### src/rtl/top_button_counter_pkg.sv
// Shared constants for the push-button counter: glyphs, digit count, timing.
package top_button_counter_pkg;

  localparam int unsigned DIGITS = 8;
  localparam int unsigned DIGIT_IDX_W = $clog2(DIGITS);

  localparam logic [7:0] SEG_BLANK = 8'hFF;
  // Active-low glyphs with dp (bit7) off.
  localparam logic [7:0] SEG_DIGIT [10] = '{
    8'hC0, 8'hF9, 8'hA4, 8'hB0, 8'h99,
    8'h92, 8'h82, 8'hF8, 8'h80, 8'h90
  };

  localparam int unsigned CLK_FREQ_DEFAULT = 50_000_000;
  localparam int unsigned DEBOUNCE_MS      = 20;
  localparam int unsigned SCAN_MS          = 1;

  function automatic int unsigned ms_to_cycles(input int unsigned freq_hz,
                                               input int unsigned ms);
    return (freq_hz / 1000) * ms;
  endfunction

  localparam int unsigned DEBOUNCE_DEFAULT = ms_to_cycles(CLK_FREQ_DEFAULT, DEBOUNCE_MS);
  localparam int unsigned SCAN_DEFAULT     = ms_to_cycles(CLK_FREQ_DEFAULT, SCAN_MS);

  typedef logic [3:0]              bcd_t;
  typedef bcd_t [DIGITS-1:0]       bcd_count_t;

  function automatic logic [7:0] seg_decode(input bcd_t d);
    case (d)
      4'd0:    return SEG_DIGIT[0];
      4'd1:    return SEG_DIGIT[1];
      4'd2:    return SEG_DIGIT[2];
      4'd3:    return SEG_DIGIT[3];
      4'd4:    return SEG_DIGIT[4];
      4'd5:    return SEG_DIGIT[5];
      4'd6:    return SEG_DIGIT[6];
      4'd7:    return SEG_DIGIT[7];
      4'd8:    return SEG_DIGIT[8];
      4'd9:    return SEG_DIGIT[9];
      default: return SEG_BLANK;
    endcase
  endfunction

endpackage

### src/rtl/top_button_counter_debounce.sv
// Synchronizer, debouncer and press-pulse generator for an active-low button.
module button_debounce
  import top_button_counter_pkg::*;
#(
  parameter int unsigned DEBOUNCE_CYCLES = DEBOUNCE_DEFAULT
) (
  input  logic clk,
  input  logic rst_n,
  input  logic btn_in,
  output logic btn_stable,
  output logic press_pulse
);

  localparam int unsigned CW = (DEBOUNCE_CYCLES > 1) ? $clog2(DEBOUNCE_CYCLES) : 1;
  localparam logic [CW-1:0] CNT_LAST = CW'(DEBOUNCE_CYCLES - 1);

  logic          sync1_q, sync2_q;
  logic          stable_q, stable_d;
  logic [CW-1:0] cnt_q, cnt_d;
  logic          press_q, press_d;

  // Accept a new level only after it has held for DEBOUNCE_CYCLES; flag falling edges.
  always_comb begin
    stable_d = stable_q;
    cnt_d    = '0;
    if (sync2_q != stable_q) begin
      if (cnt_q == CNT_LAST) begin
        stable_d = sync2_q;
      end else begin
        cnt_d = cnt_q + 1'b1;
      end
    end
    press_d = stable_q & ~stable_d;
  end

  // Synchronizer and debounce state; released (1) is the reset level.
  always_ff @(posedge clk or negedge rst_n) begin
    if (!rst_n) begin
      sync1_q  <= 1'b1;
      sync2_q  <= 1'b1;
      stable_q <= 1'b1;
      cnt_q    <= '0;
      press_q  <= 1'b0;
    end else begin
      sync1_q  <= btn_in;
      sync2_q  <= sync1_q;
      stable_q <= stable_d;
      cnt_q    <= cnt_d;
      press_q  <= press_d;
    end
  end

  assign btn_stable  = stable_q;
  assign press_pulse = press_q;

endmodule

### src/rtl/top_button_counter.sv
// Board top: counts debounced button presses and shows them on an 8-digit display.
module top_button_counter
  import top_button_counter_pkg::*;
#(
  parameter int unsigned CLK_FREQ_HZ     = CLK_FREQ_DEFAULT,
  parameter int unsigned DEBOUNCE_CYCLES = ms_to_cycles(CLK_FREQ_HZ, DEBOUNCE_MS),
  parameter int unsigned SCAN_CYCLES     = ms_to_cycles(CLK_FREQ_HZ, SCAN_MS)
) (
  input  logic       clk,
  input  logic       rst_n,
  input  logic       button_in,
  output logic [7:0] segment,
  output logic [7:0] select
);

  localparam int unsigned PW = (SCAN_CYCLES > 1) ? $clog2(SCAN_CYCLES) : 1;
  localparam logic [PW-1:0] PRE_LAST = PW'(SCAN_CYCLES - 1);

  logic btn_stable;
  logic press_pulse;

  bcd_count_t             count_q, count_d;
  logic [PW-1:0]          pre_q, pre_d;
  logic [DIGIT_IDX_W-1:0] idx_q, idx_d;
  logic [7:0]             select_q, select_d;
  logic [7:0]             segment_q, segment_d;

  button_debounce #(
    .DEBOUNCE_CYCLES(DEBOUNCE_CYCLES)
  ) u_debounce (
    .clk        (clk),
    .rst_n      (rst_n),
    .btn_in     (button_in),
    .btn_stable (btn_stable),
    .press_pulse(press_pulse)
  );

  // BCD increment with ripple carry; 99999999 rolls over to all zeros.
  always_comb begin
    logic carry;
    count_d = count_q;
    carry   = press_pulse;
    for (int unsigned i = 0; i < DIGITS; i++) begin
      if (carry) begin
        if (count_q[i] == 4'd9) begin
          count_d[i] = 4'd0;
        end else begin
          count_d[i] = count_q[i] + 4'd1;
          carry      = 1'b0;
        end
      end
    end
  end

  // Scan prescaler and digit index, plus the registered display drive.
  always_comb begin
    pre_d = pre_q + 1'b1;
    idx_d = idx_q;
    if (pre_q == PRE_LAST) begin
      pre_d = '0;
      idx_d = idx_q + 1'b1;
    end
    select_d  = ~(8'b1 << idx_q);
    segment_d = seg_decode(count_q[idx_q]);
  end

  // All display and count state.
  always_ff @(posedge clk or negedge rst_n) begin
    if (!rst_n) begin
      count_q   <= '0;
      pre_q     <= '0;
      idx_q     <= '0;
      select_q  <= 8'hFE;
      segment_q <= 8'hC0;
    end else begin
      count_q   <= count_d;
      pre_q     <= pre_d;
      idx_q     <= idx_d;
      select_q  <= select_d;
      segment_q <= segment_d;
    end
  end

  assign select  = select_q;
  assign segment = segment_q;

endmodule

### config.mk
export PLATFORM = sky130hd
export DESIGN_NAME = top_button_counter
export DESIGN_NICKNAME = d
export VERILOG_FILES = /design/src/rtl/top_button_counter_pkg.sv /design/src/rtl/top_button_counter_debounce.sv /design/src/rtl/top_button_counter.sv
export SDC_FILE = /design/constraint.sdc
export NUM_CORES = 1
export LEC_CHECK = 0
export ABC_AREA = 1
export BUFFER_PORTS_ARGS = -buffer_cell sky130_fd_sc_hd__buf_2
export CAP_MARGIN = 20
export CORE_UTILIZATION = 62
export DETAILED_ROUTE_END_ITERATION = 12
export GPL_TIMING_DRIVEN = 0
export PLACE_DENSITY_LB_ADDON = 0.1
export SETUP_SLACK_MARGIN = 0.05
export SYNTH_ARGS = -nofsm -noshare
export SYNTH_HDL_FRONTEND = slang
export SYNTH_HIERARCHICAL = 1
export SYNTH_SLANG_ARGS = --single-unit
### constraint.sdc
create_clock -name clk -period 2.37 [get_ports clk]
set_input_delay 0.1185 -clock clk [delete_from_list [all_inputs] [get_ports clk]]
set_output_delay 0.1185 -clock clk [all_outputs]
set_load 0.02 [all_outputs]
==> flow_summary.rst, run 1 <==
.. list-table::
   :header-rows: 1

   * - Metric
     - Value
   * - Gate family responsible for the most delay along the worst path
     - simple AND/OR/NAND/NOR gates
   * - Post-route DRC violation count
     - 0
   * - Initial Util
     - 64.4%
   * - Synthesis-to-finish area growth
     - 9.67%
   * - Fraction of layout instances using a drive strength above 1
     - between 15 and 20%
   * - Leading cell types by count after synthesis
     - nand2_1, inv_1, dfrtp_1
   * - Count of input and output buffers
     - 17
   * - Worst Setup End Kind
     - flop
   * - Share of the synthesized area in the top cell type
     - around two fifths
   * - Clock tree root driver cell
     - clkbuf_8
   * - Chip height
     - around 92 um
   * - Number of synthesized register bits
     - 90
   * - Slew HR
     - between 60% and 70%
   * - Clock group share of total power
     - between 40% and 50%
   * - Hold Crit Class
     - in2async
   * - Status
     - finished, final reports clean
   * - Final antenna-violating net count
     - 0
   * - Nets in the synthesized netlist
     - roughly 630
   * - Area post-placement
     - roughly 0.0053 mm2
   * - Logic pwr share
     - between 2 and 2.5%
   * - Mean instance size in the synthesized netlist
     - 8.15 um2
   * - Initial antenna violation count
     - 0
   * - Ys flop type
     - dfrtp_1
   * - Cell taking the most area after synthesis
     - dfrtp_1
   * - DP Worst Slack
     - just over 0.5 ns
   * - Max-capacitance violation count
     - 0
   * - Global-route wire length before repair
     - 17.1 mm
   * - PnR worst setup slack
     - between 0.4 and 0.5 ns
   * - Slew Limit Fails
     - 0
   * - Number of antenna diodes
     - 0
   * - Synth top area cells
     - dfrtp_1, nand2_1, inv_1
   * - Highest clock rate
     - 532 MHz
   * - Library cell appearing most often on the critical path
     - nand2_1
   * - Critical-path maximum fanout
     - 7
   * - Time the final worst path needs with I/O delays and setup
     - between 1.5 and 2 ns
   * - DIE AREA
     - approximately 0.0085 mm2
   * - Final WL
     - 9.72 mm
   * - Final count of negative-setup-slack endpoints
     - 0
   * - Net Switching
     - roughly 630 uW
   * - CP startpoint
     - idx_q[1]
   * - Flop pwr share
     - a little under three fifths
   * - Worst-case hold slack
     - about 0.22 ns
   * - YS warnings
     - 13
   * - Startpoint class of the critical path
     - flop
   * - First-pass detailed-route iteration total
     - 4
   * - WP data arrival
     - 2.14 ns
   * - Sequential cell area fraction in the yosys report
     - a little under half
   * - Gate count of the mapped netlist
     - between 600 and 700
   * - Multi-input logic area
     - around 0.0023 mm2
   * - Worst clock skew
     - roughly 0.0094 ns
   * - Storage cell area
     - about 0.0023 mm2
   * - Final design instance area without fill
     - between 0.005 and 0.006 mm2
   * - Ratio of total power to cell area
     - slightly above 500 mW/mm2
   * - Reg2Reg Capture Point
     - segment[3]
   * - CTS tree
     - done
   * - Setup Crit Path Kind
     - reg2reg
   * - Slew of the pin with the lowest slew margin
     - around 0.56 ns
   * - Number of hold-slack violations in the final timing report
     - 0
   * - Number of different library cells in the post-synthesis netlist
     - 39
   * - R2R depth
     - 11
   * - Final period utilization
     - 79.4%
   * - Number of buffers created by CTS
     - 9
   * - Max IR drop VDD
     - approximately 320 uV
   * - Final-stage net count
     - approximately 660
   * - Row count
     - 32
   * - Boundary pin count
     - 19
   * - Data required time at the worst endpoint
     - between 2 and 3 ns
   * - Slowest cell delay on critical path
     - around 0.48 ns
   * - Average wire length per cell after detail routing
     - 12.9 um
   * - Largest net degree at the start of global routing
     - 65
   * - Setup repair after global routing missed its margin
     - no
   * - Sum of negative setup slack
     - 0 ns
   * - Number of setup buffers added after CTS
     - 0
   * - FILL cells
     - between 600 and 700
   * - Level count of the clock H-tree
     - 3
   * - Weighted congestion reported at the end of routability-driven placement
     - ~0.9
   * - Clock transition time at the flip-flop clock pins of the worst setup and hold paths
     - approximately 0.090 ns
   * - Critical Path, Cell by Cell
     - inv_1 -> nor2_1 -> nand2_1 -> nand2_1 -> nand2_1 -> nand2_1 -> inv_1 -> ha_1 -> nand3_1 -> nand3_1 -> nand2_1
   * - Leakage component of the power
     - 2.70 nW
   * - Routed met2 length
     - between 4 and 5 mm
   * - Number of flops mapped to enable cells by yosys
     - 0
   * - Standard cell with the maximum stage delay on the critical path
     - dfrtp_1
   * - Synthesized cell area
     - slightly above 0.005 mm2
   * - Sinks on Clock Net
     - 90
   * - DRT met1 WL
     - between 4 and 5 mm
   * - Clock Path Buffers
     - 2
   * - Clock latency at the later pin of the worst-skew pair
     - roughly 0.36 ns
   * - Vias in the first global route
     - between 4,000 and 5,000
   * - Routed wl met3
     - 263 um
   * - DP Wirelength
     - 7.08 mm
   * - Number of gates resized after cts
     - 0
   * - Slack of the worst reg-to-reg path
     - a little under 0.5 ns
   * - Chip width
     - 92.1 um
   * - Placeable core region
     - approximately 0.0078 mm2
   * - Uppermost metal layer occupied by signal nets
     - met4
   * - Drt first-iter violations
     - 136
   * - Cell-internal power
     - between 2 and 2.5 mW
   * - Vias
     - 4,011
   * - Global-route usage over all layers
     - 25.1%
   * - Count of buffering cells on the critical path with inverters included
     - 2
   * - Fraction of power spent switching nets
     - 22.5%
   * - Proportion of register bits with asynchronous set or reset after synthesis
     - 100%
   * - Grt total ovfl
     - 0
   * - Most frequent cell after synthesis
     - nand2_1
   * - Via-to-Cell Ratio
     - 5.31
   * - FF-to-FF Start
     - idx_q[1]
[final cells by class]
type                            instances  area share (%)
Multi-Input combinational cell        425            42.4
Clock inverter                          7            1.81
Buffer                                  8            1.29
Sequential cell                        90            41.1
Timing Repair Buffer                   20            2.45
Clock buffer                            9            2.24
Inverter                               94            6.39
Tap cell                              102            2.31
[worst reg2reg max path, cell delays in order (launching register included)]
cell     delay (ns)
dfrtp_1        0.48
inv_1          0.19
nor2_1         0.14
nand2_1        0.06
nand2_1        0.06
nand2_1        0.06
nand2_1        0.15
inv_1          0.11
ha_1           0.30
nand3_1        0.09
nand3_1        0.09
nand2_1        0.05
[through the flow]
step | instances | utilization, % | power [mW]
global route | 755 | 70.7 | 2.87
CTS | 755 | 70.7 | 2.81
floorplan | 617 | - | 1.59
detailed placement | 737 | 67.5 | 1.64
global placement | 736 | 67.2 | 1.63
finish | 755 | 70.7 | 2.79
[routing by layer]
layer,vias up,GRT usage [%]
met5,-,0
met4,0,11.1
met3,16,3.23
met2,77,44.7
met1,1889,30.4
li1,2029,-
[cell families after synthesis]
family / after synthesis / synth area share, %
simple gates: 311 / 30.0
buf+inv: 102 / 8.43
flops: 90 / 45.0
compound gates: 71 / 8.01
xor+xnor: 29 / 5.20
fa+ha+maj: 13 / 3.23
other cells: 1 / 0.0745
[power groups by stage]
stage | Combinational, mW | Clock, mW | Sequential [mW]
final | 0.0584 | 1.18 | 1.55
after global routing | 0.0686 | 1.26 | 1.55
after CTS | 0.0615 | 1.20 | 1.55
after detailed placement | 0.0588 | 0 | 1.58
after global placement | 0.0512 | 0 | 1.58
after floorplan | 0.0171 | 0 | 1.58
[what timing repair did]
item                                   CTS  global route
endpoints found under the hold margin   27             0
hold buffers                             2             0
setup endpoints to repair                0             0
[placed cells by master, fill, tap and decap left out, drive strengths merged]
cell         synthesis  final
inv                 94     96
a21boi               2      2
o21a                 1      1
nor3                11     11
nand2              134    134
nand3b               2      2
bufinv               0      2
xor2                26     26
xnor2                3      3
o211ai               9      9
o21ai               33     33
dfstp               11     11
nor2                89     89
ha                  13     13
nand4               19     19
clkbuf               0      9
o21bai               2      2
clkinv               0      3
nor4                 3      3
dfrtp               79     79
a21oi               24     24
buf                  8     26
conb                 1      1
dlygate4sd3          0      2
nand3               53     53
[worst max-delay path by stage]
stage,to,slack (ns),cells after the start
floorplan,segment[3],0.70,12
global placement,u_debounce/cnt_q[16],0.43,1
detailed placement,segment[3],0.50,11
CTS,segment[3],0.48,11
global route,segment[3],0.26,10
finish,segment[3],0.49,11
[registers in the layout, indices dropped and copies added (netlist names), 3 cells and up]
name              cells
segment               7
select                8
pre_q                16
idx_q                 3
count_q              32
u_debounce/cnt_q     20
(Power assumes the default switching activity.)
==> run 2: changes to the inputs <==
- clock period: 2.37 -> 1.81 ns (I/O delays scaled with it)
==> flow_summary.rst, run 2 (synthesis gave the netlist of run 1 again) <==
.. list-table::
   :header-rows: 1

   * - Metric
     - Value
   * - Status
     - finished, final reports clean
   * - Number of antenna diodes
     - 0 (unchanged)
   * - Chip width
     - 92.1 um (unchanged)
   * - Critical-path maximum fanout
     - 7 (unchanged)
   * - Max-capacitance violation count
     - 0 (unchanged)
   * - Global-route usage over all layers
     - 25.3% (+0.18 points)
   * - Placeable core region
     - 0.00781 mm2 (unchanged)
   * - Via-to-Cell Ratio
     - 5.45 (+2.6%)
   * - Number of buffers created by CTS
     - 9 (unchanged)
   * - Final design instance area without fill
     - 0.00585 mm2 (+6.0%)
   * - Clock tree root driver cell
     - clkbuf_8
   * - Setup Crit Path Kind
     - reg2reg
   * - Final-stage net count
     - 679 (+2.3%)
   * - Regs by FF count
     - count_q: 32 flops, u_debounce/cnt_q: 20 flops, pre_q: 16 flops
   * - Drt first-iter violations
     - 239 (+76%)
   * - Count of buffering cells on the critical path with inverters included
     - 3 (+1)
   * - Max IR drop VDD
     - 421 uV (+31%)
   * - Highest clock rate
     - 567 MHz (+6.7%)
   * - Final period utilization
     - 97.4% (+18 points)
   * - Critical Path Sink
     - segment[3]
   * - Library cell appearing most often on the critical path
     - nand2_1
   * - Slowest cell delay on critical path
     - 0.41 ns (-0.07 ns)
   * - Sinks on Clock Net
     - 90 (unchanged)
   * - Vias
     - 4,196 (+4.6%)
   * - WP data arrival
     - 2.02 ns (-0.12 ns)
   * - Time the final worst path needs with I/O delays and setup
     - 1.76 ns (-0.118 ns)
   * - Row count
     - 32 (unchanged)
   * - Final count of negative-setup-slack endpoints
     - 0 (unchanged)
   * - Post-route DRC violation count
     - 0 (unchanged)
   * - FILL cells
     - 568 (-11%)
   * - CTS tree
     - done
   * - Global-route wire length before repair
     - 17.2 mm (+0.57%)
   * - Sum of negative setup slack
     - 0 ns (unchanged)
   * - Reg2Reg Capture Point
     - segment[3]
   * - Final WL
     - 11.0 mm (+13%)
   * - Clock latency at the later pin of the worst-skew pair
     - 0.36 ns (about the same)
   * - R2R depth
     - 12 (+1)
   * - Count of input and output buffers
     - 17 (unchanged)
   * - Setup repair after global routing missed its margin
     - yes
   * - DIE AREA
     - 0.00848 mm2 (unchanged)
   * - Most common library cell in the layout ignoring fill and taps
     - nand2_1
   * - First-pass detailed-route iteration total
     - 5 (+1)
   * - Chip height
     - 92.1 um (unchanged)
   * - Synthesis-to-finish area growth
     - 16.2%
   * - Hold Crit Class
     - in2async
   * - Number of stages on the worst setup path
     - 12 (+1)
   * - Worst clock skew
     - 0.0102 ns (+0.000783 ns)
   * - Standard cell with the maximum stage delay on the critical path
     - dfrtp_1
   * - Clock transition time at the flip-flop clock pins of the worst setup and hold paths
     - 0.10 ns (about the same)
   * - Leakage component of the power
     - 2.80 nW (+3.8%)
   * - Slack of the worst reg-to-reg path
     - 0.05 ns (-0.44 ns)
   * - Final antenna-violating net count
     - 0 (unchanged)
   * - Largest net degree at the start of global routing
     - 65 (unchanged)
   * - Critical Path, Cell by Cell
     - buf_6 -> buf_8 -> nand2_1 -> o211ai_1 -> nand2_1 -> nand2_2 -> nand2_4 -> inv_4 -> ha_4 -> nand3_4 -> nand3_2 -> nand2_1
   * - Utilization after layout
     - 74.9% (+4.2 points)
   * - Ratio of total power to cell area
     - 625 mW/mm2 (+24%)
   * - Worst Setup End Kind
     - flop
   * - DP Wirelength
     - 7.08 mm (unchanged)
   * - Startpoint class of the critical path
     - flop
   * - Clock Path Buffers
     - 2 (unchanged)
   * - Weighted congestion reported at the end of routability-driven placement
     - 0.903 (unchanged)
   * - Most used cells in the layout excluding fill and tap cells
     - nand2_1, inv_1, dfrtp_1
   * - Average wire length per cell after detail routing
     - 14.3 um (+11%)
   * - Number of hold-slack violations in the final timing report
     - 0 (unchanged)
   * - Fraction of layout instances using a drive strength above 1
     - 21.1% (+5.6 points)
   * - Level count of the clock H-tree
     - 3 (unchanged)
   * - Biggest register
     - count_q
   * - Number of flip-flops under the largest register name
     - 32 (unchanged)
   * - Slew Limit Fails
     - 0 (unchanged)
   * - Vias in the first global route
     - 4,044 (+1.0%)
   * - Grt total ovfl
     - 0 (unchanged)
   * - Data required time at the worst endpoint
     - 2.07 ns (-0.56 ns)
   * - Area post-placement
     - 0.00527 mm2 (unchanged)
   * - Boundary pin count
     - 19 (unchanged)
   * - CP startpoint
     - idx_q[0]
   * - Initial Util
     - 64.4% (unchanged)
   * - Initial antenna violation count
     - 0 (unchanged)
   * - Gate family responsible for the most delay along the worst path
     - simple AND/OR/NAND/NOR gates
   * - FF-to-FF Start
     - idx_q[0]
run 2: layer usage:
layer	vias to the layer above	GRT usage (%)	share of wire [%]
met2	124	44.9	51
met1	1985	30.4	43
met4	0	11.8	3.1
li1	2057	-	-
met3	30	3.32	3.5
met5	-	0	0
run 2: final cells by class:
type	count	area (um2)	share of cell area [%]
plain buffers	8	85.1	1.45
inverters	94	360	6.16
clock buffers	9	124	2.12
multi-input cells	425	2490	42.6
clock inverters	7	100	1.71
well taps	102	128	2.18
repair buffers	35	290	4.96
flip-flops and latches	90	2270	38.8
run 2: power breakdown:
group          internal (mW)  leakage, nW  switching [mW]
registers               2.02         1.20         0.00582
clock network          0.791        0.114           0.762
logic                 0.0204         1.49          0.0562
total                   2.83         2.80           0.824
run 2: how the worst min path moves through the flow:
stage          slack (ns)                  to       from  cells after the start
3_3_place_gp         0.20  u_debounce/sync1_q  button_in                      1
3_5_place_dp         0.03         count_q[29]      rst_n                      1
4_1_cts              0.18         count_q[30]      rst_n                      2
5_1_grt              0.21         count_q[30]      rst_n                      2
2_1_floorplan       -0.21          count_q[0]      rst_n                      0
6_report             0.19         count_q[30]      rst_n                      2
run 2: worst register-to-register path: stages (launching register included):
cell and delay [ns]:
dfrtp_1 0.41, buf_6 0.15, buf_8 0.13, nand2_1 0.06
o211ai_1 0.08, nand2_1 0.10, nand2_2 0.07, nand2_4 0.12
inv_4 0.06, ha_4 0.29, nand3_4 0.08, nand3_2 0.06
nand2_1 0.05
run 2: what timing repair did:
action | CTS | global route
setup buffers | 4 | 9
hold endpoints to repair | 27 | 0
gates cloned | 0 | 2
endpoints found under the setup margin | 5 | 11
hold buffers | 2 | 0
resized for setup | 10 | 35
pin swaps | 5 | 15
run 2: through the flow:
stage	hold WS [ns]	instances	setup slack, ns	power [mW]
2_1_floorplan	-0.205	617	0.142	2.09
3_3_place_gp	0.195	736	-0.103	2.13
3_5_place_dp	0.0303	737	-0.0567	2.14
4_1_cts	0.184	759	0.0595	3.68
5_1_grt	0.212	770	-0.0993	3.77
6_report	0.194	770	0.0462	3.65
